--- src/rtl/ufm_arbiter_if.sv ---
// ufm_arbiter_if: request/acknowledge bus between the two UFM read masters
// and ufm_arbiter.
//
//   req0/addr0 -> ack0   port 0 (CPU fetch) request, word address, ack pulse
//   req1/addr1 -> ack1   port 1 (boot/config loader) request, address, ack pulse
//   rdata                last word read, valid on the ack pulse and held after
//   busy                 arbiter is running a UFM sequence
//
// Modports: slave = arbiter side, master = requester side.
interface ufm_arbiter_if #(
    parameter int ADDR_W = 9,
    parameter int DATA_W = 16
);
    logic              req0;
    logic [ADDR_W-1:0] addr0;
    logic              ack0;
    logic              req1;
    logic [ADDR_W-1:0] addr1;
    logic              ack1;
    logic [DATA_W-1:0] rdata;
    logic              busy;

    modport slave (
        input  req0, addr0, req1, addr1,
        output ack0, ack1, rdata, busy
    );

    modport master (
        output req0, addr0, req1, addr1,
        input  ack0, ack1, rdata, busy
    );
endinterface

--- src/rtl/ufm_arbiter.sv ---
// ufm_arbiter: two-port read controller for the on-chip UFM serial interface.
// Arbitrates between port 0 (CPU fetch) and port 1 (boot/config loader),
// shifts the word address into the UFM MSB first, latches the data register,
// shifts the word out MSB first and returns it with a one-cycle ack.
//
// Ports:
//   clock        UFM oscillator clock, all logic on posedge
//   reset        synchronous, active-high
//   bus          ufm_arbiter_if.slave (req0/addr0/ack0, req1/addr1/ack1,
//                rdata, busy)
//   ufm_ardin    serial address bit to the UFM
//   ufm_arshft   address register shift enable, tied high
//   ufm_drshft   0 = load data register, 1 = shift data register
//   ufm_drdout   serial data bit from the UFM
//
// Build option UFM_CACHE_EN: adds a one-entry (address, word) cache. A grant
// that hits the cache skips the UFM access; no UFM pin toggles.
//
// state | meaning
// IDLE  | waiting for a request; grants one and captures its address
// ADDR  | ADDR_W cycles driving the address onto ufm_ardin, MSB first
// LATCH | one cycle with ufm_drshft=0 so the UFM loads its data register
// SHIFT | DATA_W cycles shifting ufm_drdout into data_sr
// DONE  | publish data_sr to rdata and pulse the granted ack
module ufm_arbiter #(
    parameter int ADDR_W = 9,
    parameter int DATA_W = 16
) (
    input  logic            clock,
    input  logic            reset,
    ufm_arbiter_if.slave    bus,
    output logic            ufm_ardin,
    output logic            ufm_arshft,
    output logic            ufm_drshft,
    input  logic            ufm_drdout
);

    localparam int CNT_W  = $clog2((ADDR_W > DATA_W) ? ADDR_W : DATA_W);
    localparam int AIDX_W = $clog2(ADDR_W);
    localparam logic [CNT_W-1:0] ADDR_LAST = CNT_W'(ADDR_W - 1);
    localparam logic [CNT_W-1:0] DATA_LAST = CNT_W'(DATA_W - 1);

    typedef enum logic [2:0] {
        IDLE,
        ADDR,
        LATCH,
        SHIFT,
        DONE
    } state_t;

    state_t            state_q,   state_d;
    logic [CNT_W-1:0]  cnt_q,     cnt_d;
    logic              grant_q,   grant_d;
    logic              rr_last_q, rr_last_d;
    logic [ADDR_W-1:0] addr_sr_q, addr_sr_d;
    logic [DATA_W-1:0] data_sr_q, data_sr_d;
    logic [DATA_W-1:0] rdata_q,   rdata_d;
    logic              ack0_q,    ack0_d;
    logic              ack1_q,    ack1_d;
    logic              busy_q,    busy_d;
    logic              ardin_q,   ardin_d;
    logic              drshft_q,  drshft_d;

`ifdef UFM_CACHE_EN
    logic              cache_vld_q,  cache_vld_d;
    logic [ADDR_W-1:0] cache_addr_q, cache_addr_d;
    logic [DATA_W-1:0] cache_data_q, cache_data_d;
    logic              hit_q,        hit_d;
`endif

    logic              grant_sel;
    logic [ADDR_W-1:0] grant_addr;
    logic [CNT_W-1:0]  cnt_m1;

    always_comb begin
        state_d    = state_q;
        cnt_d      = cnt_q;
        grant_d    = grant_q;
        rr_last_d  = rr_last_q;
        addr_sr_d  = addr_sr_q;
        data_sr_d  = data_sr_q;
        rdata_d    = rdata_q;
        ack0_d     = 1'b0;
        ack1_d     = 1'b0;
        ardin_d    = 1'b0;
        drshft_d   = 1'b0;
        cnt_m1     = cnt_q - 1'b1;
        // On a tie the port that did not win last time gets the grant.
        grant_sel  = (bus.req0 && bus.req1) ? ~rr_last_q : bus.req1;
        grant_addr = grant_sel ? bus.addr1 : bus.addr0;
`ifdef UFM_CACHE_EN
        cache_vld_d  = cache_vld_q;
        cache_addr_d = cache_addr_q;
        cache_data_d = cache_data_q;
        hit_d        = hit_q;
`endif

        case (state_q)
            IDLE: begin
                if (bus.req0 || bus.req1) begin
                    grant_d   = grant_sel;
                    rr_last_d = grant_sel;
                    addr_sr_d = grant_addr;
`ifdef UFM_CACHE_EN
                    // A hit passes through LATCH with the UFM pins quiet so
                    // the ack lands two edges after the grant.
                    if (cache_vld_q && (cache_addr_q == grant_addr)) begin
                        hit_d     = 1'b1;
                        data_sr_d = cache_data_q;
                        state_d   = LATCH;
                    end else begin
                        hit_d     = 1'b0;
                        state_d   = ADDR;
                        cnt_d     = ADDR_LAST;
                        ardin_d   = grant_addr[ADDR_W-1];
                    end
`else
                    state_d = ADDR;
                    cnt_d   = ADDR_LAST;
                    ardin_d = grant_addr[ADDR_W-1];
`endif
                end
            end

            ADDR: begin
                // cnt_q is the index of the bit currently on ufm_ardin.
                if (cnt_q == '0) begin
                    state_d = LATCH;
                end else begin
                    cnt_d   = cnt_m1;
                    ardin_d = addr_sr_q[cnt_m1[AIDX_W-1:0]];
                end
            end

            LATCH: begin
`ifdef UFM_CACHE_EN
                if (hit_q) begin
                    state_d = DONE;
                end else begin
                    state_d  = SHIFT;
                    cnt_d    = DATA_LAST;
                    drshft_d = 1'b1;
                end
`else
                state_d  = SHIFT;
                cnt_d    = DATA_LAST;
                drshft_d = 1'b1;
`endif
            end

            SHIFT: begin
                data_sr_d = {data_sr_q[DATA_W-2:0], ufm_drdout};
                if (cnt_q == '0) begin
                    state_d = DONE;
                end else begin
                    cnt_d    = cnt_m1;
                    drshft_d = 1'b1;
                end
            end

            DONE: begin
                rdata_d = data_sr_q;
                ack0_d  = ~grant_q;
                ack1_d  = grant_q;
                state_d = IDLE;
`ifdef UFM_CACHE_EN
                cache_vld_d  = 1'b1;
                cache_addr_d = addr_sr_q;
                cache_data_d = data_sr_q;
`endif
            end

            default: begin
                state_d = IDLE;
            end
        endcase

        busy_d = (state_d != IDLE);
    end

    always_ff @(posedge clock) begin
        if (reset) begin
            state_q   <= IDLE;
            cnt_q     <= '0;
            grant_q   <= 1'b0;
            rr_last_q <= 1'b1;
            addr_sr_q <= '0;
            data_sr_q <= '0;
            rdata_q   <= '0;
            ack0_q    <= 1'b0;
            ack1_q    <= 1'b0;
            busy_q    <= 1'b0;
            ardin_q   <= 1'b0;
            drshft_q  <= 1'b0;
        end else begin
            state_q   <= state_d;
            cnt_q     <= cnt_d;
            grant_q   <= grant_d;
            rr_last_q <= rr_last_d;
            addr_sr_q <= addr_sr_d;
            data_sr_q <= data_sr_d;
            rdata_q   <= rdata_d;
            ack0_q    <= ack0_d;
            ack1_q    <= ack1_d;
            busy_q    <= busy_d;
            ardin_q   <= ardin_d;
            drshft_q  <= drshft_d;
        end
    end

`ifdef UFM_CACHE_EN
    always_ff @(posedge clock) begin
        if (reset) begin
            cache_vld_q  <= 1'b0;
            cache_addr_q <= '0;
            cache_data_q <= '0;
            hit_q        <= 1'b0;
        end else begin
            cache_vld_q  <= cache_vld_d;
            cache_addr_q <= cache_addr_d;
            cache_data_q <= cache_data_d;
            hit_q        <= hit_d;
        end
    end
`endif

    assign bus.ack0   = ack0_q;
    assign bus.ack1   = ack1_q;
    assign bus.rdata  = rdata_q;
    assign bus.busy   = busy_q;
    assign ufm_ardin  = ardin_q;
    assign ufm_arshft = 1'b1;
    assign ufm_drshft = drshft_q;

endmodule

--- src/flat_wrapper.sv ---
// flat-port wrapper written by rule: the top's interface ports become plain ports
module ufm_arbiter_flat 
#(
    parameter int ADDR_W = 9,
    parameter int DATA_W = 16
)
  (clock, reset, ufm_ardin, ufm_arshft, ufm_drshft, ufm_drdout, bus_req0, bus_addr0, bus_req1, bus_addr1, bus_ack0, bus_ack1, bus_rdata, bus_busy);
  ufm_arbiter_if #(.ADDR_W(ADDR_W), .DATA_W(DATA_W)) bus_i ();
  input  logic clock;
  input  logic reset;
  output logic ufm_ardin;
  output logic ufm_arshft;
  output logic ufm_drshft;
  input  logic ufm_drdout;
  input wire logic [$bits(bus_i.req0)-1:0] bus_req0;
  input wire logic [$bits(bus_i.addr0)-1:0] bus_addr0;
  input wire logic [$bits(bus_i.req1)-1:0] bus_req1;
  input wire logic [$bits(bus_i.addr1)-1:0] bus_addr1;
  output wire logic [$bits(bus_i.ack0)-1:0] bus_ack0;
  output wire logic [$bits(bus_i.ack1)-1:0] bus_ack1;
  output wire logic [$bits(bus_i.rdata)-1:0] bus_rdata;
  output wire logic [$bits(bus_i.busy)-1:0] bus_busy;
  assign bus_i.req0 = bus_req0;
  assign bus_i.addr0 = bus_addr0;
  assign bus_i.req1 = bus_req1;
  assign bus_i.addr1 = bus_addr1;
  assign bus_ack0 = bus_i.ack0;
  assign bus_ack1 = bus_i.ack1;
  assign bus_rdata = bus_i.rdata;
  assign bus_busy = bus_i.busy;
  ufm_arbiter #(.ADDR_W(ADDR_W), .DATA_W(DATA_W)) u_core (.clock(clock), .reset(reset), .bus(bus_i), .ufm_ardin(ufm_ardin), .ufm_arshft(ufm_arshft), .ufm_drshft(ufm_drshft), .ufm_drdout(ufm_drdout));
endmodule
--- config.mk ---
export PLATFORM = sky130hd
export DESIGN_NAME = ufm_arbiter_flat
export DESIGN_NICKNAME = d
export VERILOG_FILES = /design/src/rtl/ufm_arbiter_if.sv /design/src/rtl/ufm_arbiter.sv /design/src/flat_wrapper.sv
export SDC_FILE = /design/constraint.sdc
export NUM_CORES = 1
export LEC_CHECK = 0
export BUFFER_PORTS_ARGS = -buffer_cell sky130_fd_sc_hd__buf_2
export CAP_MARGIN = 0
export CORE_ASPECT_RATIO = 1.5
export CORE_MARGIN = 3
export CORE_UTILIZATION = 45
export DETAILED_ROUTE_END_ITERATION = 8
export GPL_ROUTABILITY_DRIVEN = 0
export GPL_TIMING_DRIVEN = 0
export PLACE_DENSITY = 0.81
export SETUP_SLACK_MARGIN = 0.1
export SLEW_MARGIN = 5
export SYNTH_ARGS = -nofsm -noshare
export SYNTH_HDL_FRONTEND = slang
export SYNTH_SLANG_ARGS = --single-unit
export TNS_END_PERCENT = 50
--- constraint.sdc ---
create_clock -name clock -period 1.5 [get_ports clock]
set_input_delay 0 -clock clock [delete_from_list [all_inputs] [get_ports clock]]
set_output_delay 0 -clock clock [all_outputs]
set_load 0.01 [all_outputs]
==> metrics.txt <==
share of cells above drive strength 1 34.4%; crit path from u_core.cnt_q[0]; Clk pin slew, worst setup/hold paths 100 ps; failing checks setup timing; outcome finished, violations left; I/O Buffers 42; Vert. Die Dim 94.7 µm; Tightest Pin Transition 637 ps; H-Tree Depth 2; R2R Path Start u_core.cnt_q[0]; Synth top area share 46.6%; Worst setup EP type flip-flop; synth top area cells dfxtp_1, nand2_1, a21oi_1; Seq/Total Area, Yosys 46.6%; ant diodes 0; Fillers 438; DP HPWL 3640 µm; Ports 45; DRT antenna net count 0; Clock Path Buffers 2; syn_area_per_cell 8.85 µm²; CP Depth 7; highest-delay cell along the critical path mux4_2; number of global-route vias before repair 1,894; CP delay by family, top compound AO/OA/AOI/OAI gates; Max Cap Viol 0; Residual DRC 0; most numerous cell in the Yosys netlist nand2_1; CP required 1690 ps; Num CTS Buffers 5; hold slack final 27.3 ps; total power draw 5.08 mW; Tmin final 1660 ps; skew final 11.1 ps; die area 6170 µm²; Initial DRC Count 83; Synthesis Warnings 0; Cells after Synth 267; Cell Pwr Density 1640 nW/µm²; Worst Setup EP u_core.ufm_ardin; post-synthesis cell type count 47; final setup vio count 5; largest net degree at the start of global routing 17; nets@finish 358; Num Clock Sinks 55; most frequent cells after synthesis nand2_1, dfxtp_1, a21oi_1; Hold Vio Cnt, Final 0; dominant synthesized flop cell dfxtp_1; most area-hungry cell type in the Yosys netlist dfxtp_1; unrepaired setup endpoints after global routing true; CP cell instances buf_6 -> inv_4 -> ha_4 -> mux4_2 -> o211ai_2 -> o211a_1 -> o32ai_2; worst vdd ir 815 µV; DRT Pass-1 Iters 7; antenna violations before repair 0; worst skew pair latency 310 ps; Avg Vias per Cell 5.20; CTS Root Cell clkbuf_8; Die Width 65.2 µm; Crit path largest cell delay 340 ps; Total GRT Usage 17.5%; Crit Path Max Fanout 6; terminus of the critical flop-to-flop path u_core.ufm_ardin; final wirelength 5870 µm; R2R Setup Slk -160 ps; pre-CTS WS -145 ps; Leak 1.22 nW; Cell Area, Synth 2360 µm²; worst hold start bus_addr0[8]; first-pass GRT wire length 8440 µm; grt ovf 0; reg2reg path depth 7; Yosys reg bits 55; final setup margin -157 ps; Async SR Flop Fraction 0%; CP Data Arrival Time 1840 ps; row count 31; worst hold path type input pin to flip-flop; TritonCTS clock tree yes; maximum clock rate 604 MHz; Core ar. 4960 µm²; Slew Limit Fails 0; Setup TNS Final -335 ps; Rel. slew slack 57.5%; EDFF count, synth 0; crit start category flip-flop; Area growth syn-to-layout 30.9%; CP bufs+invs 2; Starting Density 47.6%; WS Path Type flip-flop to flip-flop; Final Cycle Share 110%; DR vias 2,078; synthesized net count 291; WL/cell 14.7 µm
[report_power, final]
part	internal, mW	switching, mW	leakage, nW
combinational	1.19	1.17	0.722
sequential	1.65	0.119	0.449
clock	0.490	0.457	0.0513
total	3.33	1.74	1.22
[final cells by class]
cell class / instances / area, µm² / share of cell area [%]
multi-input cells: 186 / 1210 / 39.0
flip-flops and latches: 55 / 1110 / 35.8
repair buffers: 61 / 397 / 12.8
plain buffers: 22 / 181 / 5.87
well taps: 66 / 82.6 / 2.67
clock buffers: 6 / 72.6 / 2.35
clock inverters: 1 / 30.0 / 0.971
inverters: 3 / 13.8 / 0.445
[how the worst min path moves through the flow]
stage / endpoint / slack, ps / cells after the start
finish: u_core.ufm_ardin / 30 / 3
global route: u_core.addr_sr_q[0] / 40 / 3
CTS: u_core.ufm_ardin / 20 / 3
detailed placement: u_core.data_sr_q[0] / 250 / 3
global placement: u_core.data_sr_q[0] / 250 / 3
floorplan: u_core.data_sr_q[0] / 140 / 2
[repair_timing]
item | CTS | global route
endpoints found under the setup margin | 36 | 35
cloned | 0 | 2
setup buffers | 5 | 11
resized for setup | 14 | 28
pin swaps | 5 | 11
hold buffers | 1 | 0
hold endpoints to repair | 1 | 0
[routing by layer]
| metal | up-vias | share of wire [%] | track usage (%) |
|---|---|---|---|
| met2 | 36 | 55 | 32.1 |
| met3 | 11 | 3.2 | 3.33 |
| met1 | 1001 | 40 | 19.4 |
| met5 | - | 0 | 0 |
| met4 | 0 | 1.8 | 7.09 |
| li1 | 1030 | - | - |
[flip-flops by register name (all words and copies together) (netlist names)]
name	count
u_core.bus.busy	1
u_core.ufm_ardin	1
u_core.bus.rdata	16
u_core.grant_q	1
u_core.addr_sr_q	9
u_core.cnt_q	4
u_core.data_sr_q	16
u_core.rr_last_q	1
u_core.ufm_drshft	1
u_core.state_q	3
u_core.bus.ack1	1
u_core.bus.ack0	1
[through the flow]
step / instances / utilization [%] / cell area (µm²)
floorplan: 267 / - / 2380
global route: 400 / 62.3 / 3090
detailed placement: 375 / 53.8 / 2670
global placement: 375 / 53.8 / 2670
finish: 400 / 62.3 / 3090
CTS: 387 / 58.0 / 2880
[worst register-to-register path, cell delays in order, from the launching register on]
cell and delay, ps:
dfxtp_2 330, buf_6 130, inv_4 40, ha_4 270, mux4_2 340, o211ai_2 160
o211a_1 170, o32ai_2 100
[kinds of logic (layout without fill, tap and decap cells)]
kind of cell    Yosys count  in the layout  share of synthesized area (%)
simple gates            108            108                           19.9
compound gates           60             60                           18.6
flops                    55             55                           46.6
buf+inv                  26             93                           6.36
mux                      13             13                           6.73
xor+xnor                  3              3                           1.11
fa+ha+maj                 1              1                          0.530
other cells               1              1                          0.159
[placed cells by master (no fill, tap or decap), types with 2 or more instances in the layout]
cell / synthesis / layout
nand2_1: 70 / 69
mux2i_1: 11 / 11
buf_2: 8 / 43
dfxtp_1: 55 / 51
inv_1: 3 / 2
a21oi_1: 35 / 34
nor2_4: 0 / 2
clkbuf_8: 0 / 5
a21oi_2: 1 / 2
nor2_1: 20 / 19
a211oi_1: 4 / 2
dfxtp_2: 0 / 3
clkbuf_1: 6 / 7
buf_8: 0 / 2
buf_4: 5 / 17
buf_6: 3 / 10
nor3_1: 5 / 4
a211oi_2: 6 / 8
clkbuf_4: 0 / 2
nand2b_1: 2 / 2
o21ai_1: 1 / 2
(Power assumes the default switching activity.)
